===== src/rtl/rbs_serial.sv =====
// ---------------------------------------------------------------------------
// rbs_serial -- 4-bit bit-serial ripple-borrow subtractor.
//
// Computes D = {borrow_out, (a - b - Bin) mod 16}, one bit per clock,
// LSB first. An operation takes 4 SHIFT cycles followed by one DONE cycle.
//
// Ports
//   clk    in   1  system clock, rising edge
//   rst_n  in   1  asynchronous active-low reset
//   load   in   1  start request; ignored while busy
//   a      in   4  minuend (unsigned)
//   b      in   4  subtrahend (unsigned)
//   Bin    in   1  borrow-in
//   busy   out  1  high while the subtraction is being shifted through
//   done   out  1  one-cycle pulse marking a new valid D
//   D      out  5  {borrow_out, difference[3:0]}; holds until next completion
// ---------------------------------------------------------------------------
module rbs_serial (
  input  logic       clk,
  input  logic       rst_n,
  input  logic       load,
  input  logic [3:0] a,
  input  logic [3:0] b,
  input  logic       Bin,
  output logic       busy,
  output logic       done,
  output logic [4:0] D
);

  typedef enum logic [1:0] {
    IDLE  = 2'd0,
    SHIFT = 2'd1,
    DONE  = 2'd2
  } state_t;

  state_t     state_q, state_d;

  logic [3:0] a_sh;     // operand a, consumed from bit 0
  logic [3:0] b_sh;     // operand b, consumed from bit 0
  logic [2:0] diff_sh;  // difference bits 0..2, filled from the top
  logic       brw;      // running borrow
  logic [1:0] cnt;      // index of the bit processed on the next SHIFT edge
  logic [4:0] d_q;

  logic       a_i, b_i, dbit, brw_next, last, start;

  // Single-bit full subtractor on the current LSBs.
  assign a_i      = a_sh[0];
  assign b_i      = b_sh[0];
  assign dbit     = a_i ^ b_i ^ brw;
  assign brw_next = (~a_i & b_i) | (~(a_i ^ b_i) & brw);
  assign last     = (cnt == 2'd3);

  // A new operation can begin from IDLE or DONE, never mid-shift.
  assign start    = load && (state_q != SHIFT);

  // NOTE: sequential state uses non-blocking (<=) so every register samples
  // pre-edge values and simulation matches the synthesized flops.
  always_ff @(posedge clk or negedge rst_n) begin
    if (!rst_n) state_q <= IDLE;
    else        state_q <= state_d;
  end

  // NOTE: state_d gets a default before the case so no path leaves it
  // unassigned, which would otherwise infer a latch.
  always_comb begin
    state_d = state_q;
    unique case (state_q)
      IDLE:    if (load) state_d = SHIFT;
      SHIFT:   if (last) state_d = DONE;
      DONE:    state_d = load ? SHIFT : IDLE;
      default: state_d = IDLE;
    endcase
  end

  // NOTE: every datapath register, including the result, is cleared by the
  // async reset so an aborted operation leaves D reading zero.
  always_ff @(posedge clk or negedge rst_n) begin
    if (!rst_n) begin
      a_sh    <= '0;
      b_sh    <= '0;
      diff_sh <= '0;
      brw     <= 1'b0;
      cnt     <= '0;
      d_q     <= '0;
    end else if (start) begin
      a_sh    <= a;
      b_sh    <= b;
      diff_sh <= '0;
      brw     <= Bin;
      cnt     <= '0;
    end else if (state_q == SHIFT) begin
      a_sh    <= a_sh >> 1;
      b_sh    <= b_sh >> 1;
      diff_sh <= {dbit, diff_sh[2:1]};
      brw     <= brw_next;
      cnt     <= cnt + 2'd1;
      // Bit 3 completes the word: publish result together with final borrow.
      if (last) d_q <= {brw_next, dbit, diff_sh};
    end
  end

  assign busy = (state_q == SHIFT);
  assign done = (state_q == DONE);
  assign D    = d_q;

endmodule


===== config.mk =====
export PLATFORM = sky130hd
export DESIGN_NAME = rbs_serial
export DESIGN_NICKNAME = d
export VERILOG_FILES = /design/src/rtl/rbs_serial.sv
export SDC_FILE = /design/constraint.sdc
export NUM_CORES = 1
export LEC_CHECK = 0
export CAP_MARGIN = 25
export CELL_PAD_IN_SITES_DETAIL_PLACEMENT = 0
export CELL_PAD_IN_SITES_GLOBAL_PLACEMENT = 2
export CORE_MARGIN = 1
export CORE_UTILIZATION = 35
export DETAILED_ROUTE_END_ITERATION = 8
export HOLD_SLACK_MARGIN = 0.02
export PLACE_DENSITY = 0.74
export SLEW_MARGIN = 20
export SYNTH_ARGS = -nofsm -noshare
export SYNTH_HDL_FRONTEND = slang
export SYNTH_SLANG_ARGS = --single-unit

===== constraint.sdc =====
create_clock -name clk -period 2.7 [get_ports clk]
set_clock_uncertainty 0.15 [all_clocks]
set_input_delay 0.27 -clock clk [delete_from_list [all_inputs] [get_ports clk]]
set_output_delay 0.27 -clock clk [all_outputs]
set_load 0.01 [all_outputs]

---- Word level (Yosys, flattened, before mapping) ----
Index checks and enable logic that the tools add are counted.
operators by class
  add/subtract/negate cells ............... 1
  equality and inequality tests ........... 6
  multiplexer cells ....................... 14
  bitwise logic cells ..................... 8
  reductions and logical operators ........ 5
operator list
  kind                   count
  $mux W4                4
  $mux W2                4
  $mux W3                2
  $pmux W2 S3            1
  $eq A2 B2 Y1 const B   2
  $ne A2 B1 Y1 const B   2
  $mux W1                3
  $not A1 Y1             3
  $reduce_and A3 Y1      1
  $add A2 B1 Y2 const B  1
  $and A1 B1 Y1          2
  $eq A2 B1 Y1 const B   1
  $logic_not A2 Y1       1
  $ne A2 B2 Y1 const B   1
  $reduce_and A2 Y1      1
  $reduce_bool A2 Y1     1
  $xor A1 B1 Y1          2
  $logic_and A1 B1 Y1    1
  $or A1 B1 Y1           1
word-level totals
  bits in registers ....................... 21
  input bits .............................. 12
  output and inout bits ................... 7
  word-level logic and storage cells ...... 41

---- Longest topological paths before layout ----
Gate-level depths: netlist of the first run.
  depth in word-level cells ............... 6
  gate-level depth with buffers ........... 4

---- Least setup slack after synthesis of the first run ----
OpenSTA, ideal clock, no wires.
  path kind ............................... register -> register
  from .................................... register cnt[0]
  to ...................................... register d_q[0] (netlist: D[0])
  library setup time ...................... 125 ps
  arrival ................................. 1126 ps
  required time ........................... 2425 ps
  slack ................................... 1299 ps
  cell stages (with the launch flop) ...... 4
  path buffers ............................ 0
  clock period less this slack ............ 1401 ps
  path through ............................ dfrtp_1 > ha_1 > nand3b_1 > mux2_2
on the way
  word-level cells in the longest chain between the ends .. 2
RTL lines
  item                                RTL line  text
  start, declared                     42        logic [1:0] cnt;
  start signal, assigned              97        cnt <= cnt + 2'd1;
  $eq A2 B2 Y1                        52        assign last = (cnt == 2'd3);
  $reduce_and A3 Y1 (no source line)  --
  end signal, assigned                99        if (last) d_q <= {brw_next, dbit, diff_sh};
  end, declared                       43        logic [4:0] d_q;
No other way between the ends.
A chain may end at the register's enable or synchronous reset.

---- Final worst setup path of the first run ----
  from .................................... register state_q[1]
  to ...................................... output port busy
on the way
  word-level cells in the longest chain between the ends .. 1
RTL lines
  item                    RTL line  text
  start, declared         36        state_t state_q, state_d;
  start signal, assigned  61        else state_q <= state_d;
  $eq A2 B1 Y1            103       assign busy = (state_q == SHIFT);
  end, declared           25        output logic busy,
No other way between the ends.

==> results of run 1 <==
[worst register-to-register path: stages (launching register included)]
cell and delay, ns:
dfrtp_1 0.41, ha_1 0.22, nand3b_1 0.26, mux2_2 0.38
[through the flow]
| stage | cell area (um2) | instances | utilization | hold slack, ns |
|---|---|---|---|---|
| final | 1210 | 121 | 0.471 | 0.140 |
| after detailed placement | 1180 | 117 | 0.461 | 0.344 |
| after CTS | 1210 | 121 | 0.471 | 0.142 |
| after global routing | 1210 | 121 | 0.471 | 0.168 |
| after global placement | 1180 | 117 | 0.461 | 0.330 |
| after floorplan | 977 | 69 | - | -0.176 |
[sequential cells by signal, indices dropped and copies added, names as in the netlist]
name / cells
state_q: 2
brw: 1
diff_sh: 3
a_sh: 4
D: 5
cnt: 2
b_sh: 4
[power breakdown]
| group | switching [mW] | internal [mW] |
|---|---|---|
| clock network | 0.0929 | 0.0578 |
| registers | 0.0728 | 0.454 |
| logic | 0.208 | 0.327 |
| total | 0.374 | 0.839 |
[synth_stat cells]
library cell | count | share of area
and2b_1 | 4 | 0.031
buf_4 | 1 | 0.0077
buf_6 | 1 | 0.012
buf_8 | 1 | 0.015
dfrtp_1 | 21 | 0.54
fa_1 | 1 | 0.020
ha_1 | 1 | 0.013
inv_1 | 6 | 0.023
mux2_2 | 18 | 0.21
mux2_4 | 2 | 0.031
mux2i_1 | 6 | 0.061
nand2b_1 | 2 | 0.013
nand3b_1 | 1 | 0.0077
nor2_1 | 2 | 0.0077
nor2b_1 | 1 | 0.0064
o22ai_1 | 1 | 0.0064
[layout make-up]
cell class / instances / area (um2)
fill: 265 / 1360
sequential: 21 / 526
multi-input combinational: 39 / 395
timing repair buffer: 21 / 203
tap: 30 / 37.5
clock buffer: 4 / 26.3
inverter: 6 / 22.5
[layout by cell type, fill, tap and decap left out]
master           count
and2b_1              4
buf_4                3
clkbuf_1             1
clkbuf_4             3
clkdlybuf4s50_1     18
dfrtp_1             21
fa_1                 1
ha_1                 1
inv_1                6
mux2_2              18
mux2_4               2
mux2i_1              6
nand2b_1             2
nand3b_1             1
nor2_1               2
nor2b_1              1
o22ai_1              1
[metal layers]
layer,up-vias,share of wire,global-route usage
met4,0,0.025,0.0769
met1,276,0.43,0.144
met2,15,0.49,0.225
li1,276,-,-
met5,-,0,0
met3,5,0.056,0.0583
[worst min-delay path by stage]
stage,cells after the start,to,startpoint
after detailed placement,1,cnt[0],cnt[0]
after floorplan,0,D[0],rst_n
final,2,a_sh[0],rst_n
after global placement,1,cnt[0],cnt[0]
after CTS,2,b_sh[1],rst_n
after global routing,2,D[4],rst_n
[logic make-up after synthesis]
kind of cell	Yosys count	share of synthesized area
flip-flops	21	0.538
AO/OA/AOI/OAI	1	0.00641
multiplexers	26	0.300
adder cells (fa/ha/maj)	2	0.0333
AND/OR/NAND/NOR	10	0.0653
buffers and inverters	9	0.0576
==> flow_summary.json, run 1 <==
{
  "status": "finished, final reports clean",
  "portBuffers": 18,
  "dieArea_um2": 3010,
  "cpMaxStageDelayCell": "clkdlybuf4s50_1",
  "syn_to_final_growth_pct": 23.8,
  "io_pins": 19,
  "synth_seq_area_share": 0.538,
  "path_cells": "nand2b_1 > buf_4 > inv_1 > clkdlybuf4s50_1",
  "grt_pass1_wl_mm": 2.67,
  "viasPerCell": 4.73,
  "crit_cells": 4,
  "r2r-start": "cnt[0]",
  "slowest_delay_ns": 0.54,
  "postSynthAreaPerCell_um2": 14.2,
  "cts_tree": "built",
  "worst_slew_pin_slew_ns": 0.490,
  "reg2reg_to": "D[3]",
  "clock_path_buffers": 2,
  "finalMaxSlewViolations": 0,
  "antenna_cells": 0,
  "finalNetCount": 106,
  "cp_data_arrival_time_ns": 1.68,
  "pwr_density_cell_nw_per_um2": 1000,
  "synth_warnings": 0,
  "cp_top_family": "buffers and inverters",
  "end_kind": "primary output",
  "max_freq_mhz": 476,
  "cts-resized-gates": 0,
  "critical_path_class": "reg -> out",
  "rsz0062_at_grt": "no",
  "htreeDepth": 1,
  "routedWlPerCell_um": 12.6,
  "peakVddDrop_mv": 0.514,
  "grt_max_degree": 22,
  "setup_violations": 0,
  "drt-total-wl_mm": 1.52,
  "synthCells": 69,
  "grt_use_total": 0.136,
  "start_kind": "register",
  "preCtsSetupSlack_ns": 0.713,
  "fin_crit_ns": 2.10,
  "dr.first_iter.drc_count": 6,
  "leakage_nw": 0.585,
  "crit_fanout": 14,
  "crit_buf_inv": 3,
  "clk_latency_ns": 0.31,
  "maxCapViolCount": 0,
  "dp_hpwl_mm": 1.07,
  "cts_root_buf": "clkbuf_4",
  "r2r_setup_slack_ns": 1.18,
  "fin_setup_tns_ns": 0,
  "ant_nets": 0,
  "syn-num-nets": 83,
  "worstRegToRegCells": 3,
  "synthDistinctLibCells": 16,
  "setup_slack_ns": 0.599,
  "relSlewSlack": 0.672,
  "drive_above_1_share": 0.286,
  "die_y_um": 54.8,
  "gp_congestion": 0.672,
  "required_ns": 2.28,
  "syn-cell-area_um2": 977,
  "critical_path.endpoint": "busy",
  "cts_sinks": 21,
  "hold_path.class": "in -> async",
  "core_um2": 2570,
  "cts_hold_buffers": 0,
  "ys_ff_latch": 21,
  "initial_utilization": 0.381,
  "path_clk_slew_ns": 0.11,
  "startpoint": "state_q[1]",
  "antenna_found_initial": 0,
  "grt_pass1_vias": 607,
  "detailroute.via_count": 572,
  "finalHoldViolCount": 0,
  "core.rowCount": 18,
  "drtPass1Iterations": 2,
  "die_w_um": 54.8,
  "p_total_mw": 1.21,
  "min_period_over_period": 0.778,
  "overflow": 0,
  "cts_setup_buffers": 0,
  "drc": 0,
  "numCtsBuffers": 3
}
No activity file was read; power rests on OpenSTA's default activity.
==> run 2, diff against run 1 <==
Settings changed: CORE_UTILIZATION 35 to 34, PLACE_DENSITY 0.74 to 0.73.
Clock period 2.7 ns to 2 ns, I/O delays scaled along.
==> flow_summary.json, run 2 (synthesized netlist as in run 1, its figures left out) <==
{
  "status": "finished, final reports clean",
  "setup_violations": 0,
  "maxCapViolCount": 0,
  "largest_register_ffs": 5,
  "cpMaxStageDelayCell": "clkdlybuf4s50_1",
  "place_inst": 118,
  "viasPerCell": 4.64,
  "antenna_cells": 0,
  "fin_setup_tns_ns": 0,
  "clock_path_buffers": 2,
  "ant_nets": 0,
  "worst_slew_pin_slew_ns": 0.302,
  "mostFrequentLayoutCell": "dfrtp_1",
  "required_ns": 1.65,
  "path_clk_slew_ns": 0.12,
  "critical_path_class": "reg -> out",
  "end_kind": "primary output",
  "grt_max_degree": 22,
  "gp_congestion": 0.626,
  "antenna_found_initial": 0,
  "cp_data_arrival_time_ns": 1.53,
  "grt_use_total": 0.115,
  "finalMaxSlewViolations": 0,
  "io_pins": 19,
  "cts_sinks": 21,
  "max_freq_mhz": 533,
  "pwr_density_cell_nw_per_um2": 1330,
  "utilization": 0.448,
  "hold_path.class": "in -> async",
  "relSlewSlack": 0.798,
  "numCtsBuffers": 3,
  "portBuffers": 18,
  "die_w_um": 55.6,
  "nFillCells": 259,
  "min_period_over_period": 0.939,
  "cts_root_buf": "clkbuf_4",
  "dr.first_iter.drc_count": 5,
  "cts-resized-gates": 0,
  "core.rowCount": 19,
  "dieArea_um2": 3090,
  "drive_above_1_share": 0.286,
  "crit_fanout": 3,
  "drt-total-wl_mm": 1.44,
  "detailroute.via_count": 566,
  "dp_hpwl_mm": 1.05,
  "fin_crit_ns": 1.88,
  "syn_to_final_growth_pct": 25.2,
  "leakage_nw": 0.590,
  "multiInputGateArea_um2": 395,
  "placed_area_um2": 1200,
  "finalNetCount": 106,
  "finalHoldViolCount": 0,
  "clk_latency_ns": 0.29,
  "rsz0062_at_grt": "no",
  "preCtsSetupSlack_ns": 0.261,
  "die_y_um": 55.6,
  "drtPass1Iterations": 2,
  "finish.instance_area_um2": 1220,
  "stdcell_count": 122,
  "start_kind": "register",
  "initial_utilization": 0.357,
  "cts_hold_buffers": 0,
  "seqCellArea_um2": 526,
  "cts_tree": "built",
  "final_cell_mix": "21 x dfrtp_1, 18 x mux2_2, 18 x clkdlybuf4s50_1",
  "core_um2": 2730,
  "routedWlPerCell_um": 11.8,
  "setup_slack_ns": 0.123,
  "drc": 0,
  "slowest_delay_ns": 0.55,
  "grt_pass1_wl_mm": 2.77,
  "path_cells": "nand2b_1 > inv_1 > clkdlybuf4s50_1",
  "htreeDepth": 1,
  "grt_pass1_vias": 605,
  "peakVddDrop_mv": 0.681,
  "cts_setup_buffers": 0,
  "overflow": 0
}
run 2: cell counts in the layout (fill, tap and decap cells not counted):
No cell type changed its count.
run 2: final timing paths:
check,from,endpoint,slack [ns],cells after the start
hold reg to reg,cnt[0],cnt[0],0.35,1
setup reg to reg,cnt[0],D[0],0.50,3
min in group clk,cnt[0],cnt[0],0.35,1
setup / recovery,state_q[1],busy,0.12,3
hold / removal,rst_n,D[3],0.08,2
max in group asynchronous,rst_n,a_sh[2],1.40,2
run 2: area by class of cell:
type                            count  area share
Tap cell                           31      0.0317
Sequential cell                    21       0.429
Clock buffer                        4      0.0215
Inverter                            6      0.0184
Timing Repair Buffer               21       0.176
Multi-Input combinational cell     39       0.323
run 2: worst max-delay path: cells and delay by family, from the launching register on:
| kind | cells | cell delay, ns |
|---|---|---|
| DFF | 1 | 0.40 |
| buffers and inverters | 2 | 0.67 |
| and+or+nand+nor | 1 | 0.17 |
run 2: power breakdown:
| part | leakage, nW | switching, mW | internal [mW] |
|---|---|---|---|
| Sequential | 0.262 | 0.0984 | 0.613 |
| Combinational | 0.313 | 0.272 | 0.441 |
| Clock | 0.0150 | 0.125 | 0.0774 |
| Total | 0.590 | 0.496 | 1.13 |
run 2: stage by stage:
step           power [mW]  hold slack (ns)
4_1_cts              1.66           0.0838
3_5_place_dp         1.45            0.333
5_1_grt              1.78           0.0768
6_report             1.63           0.0783
3_3_place_gp         1.44            0.327
2_1_floorplan        1.20           -0.246
run 2: metal layers:
layer | global-route usage | wire (um)
met1 | 0.162 | 735
met2 | 0.176 | 631
met3 | 0.0302 | 56
met4 | 0.0321 | 16
met5 | 0 | 0
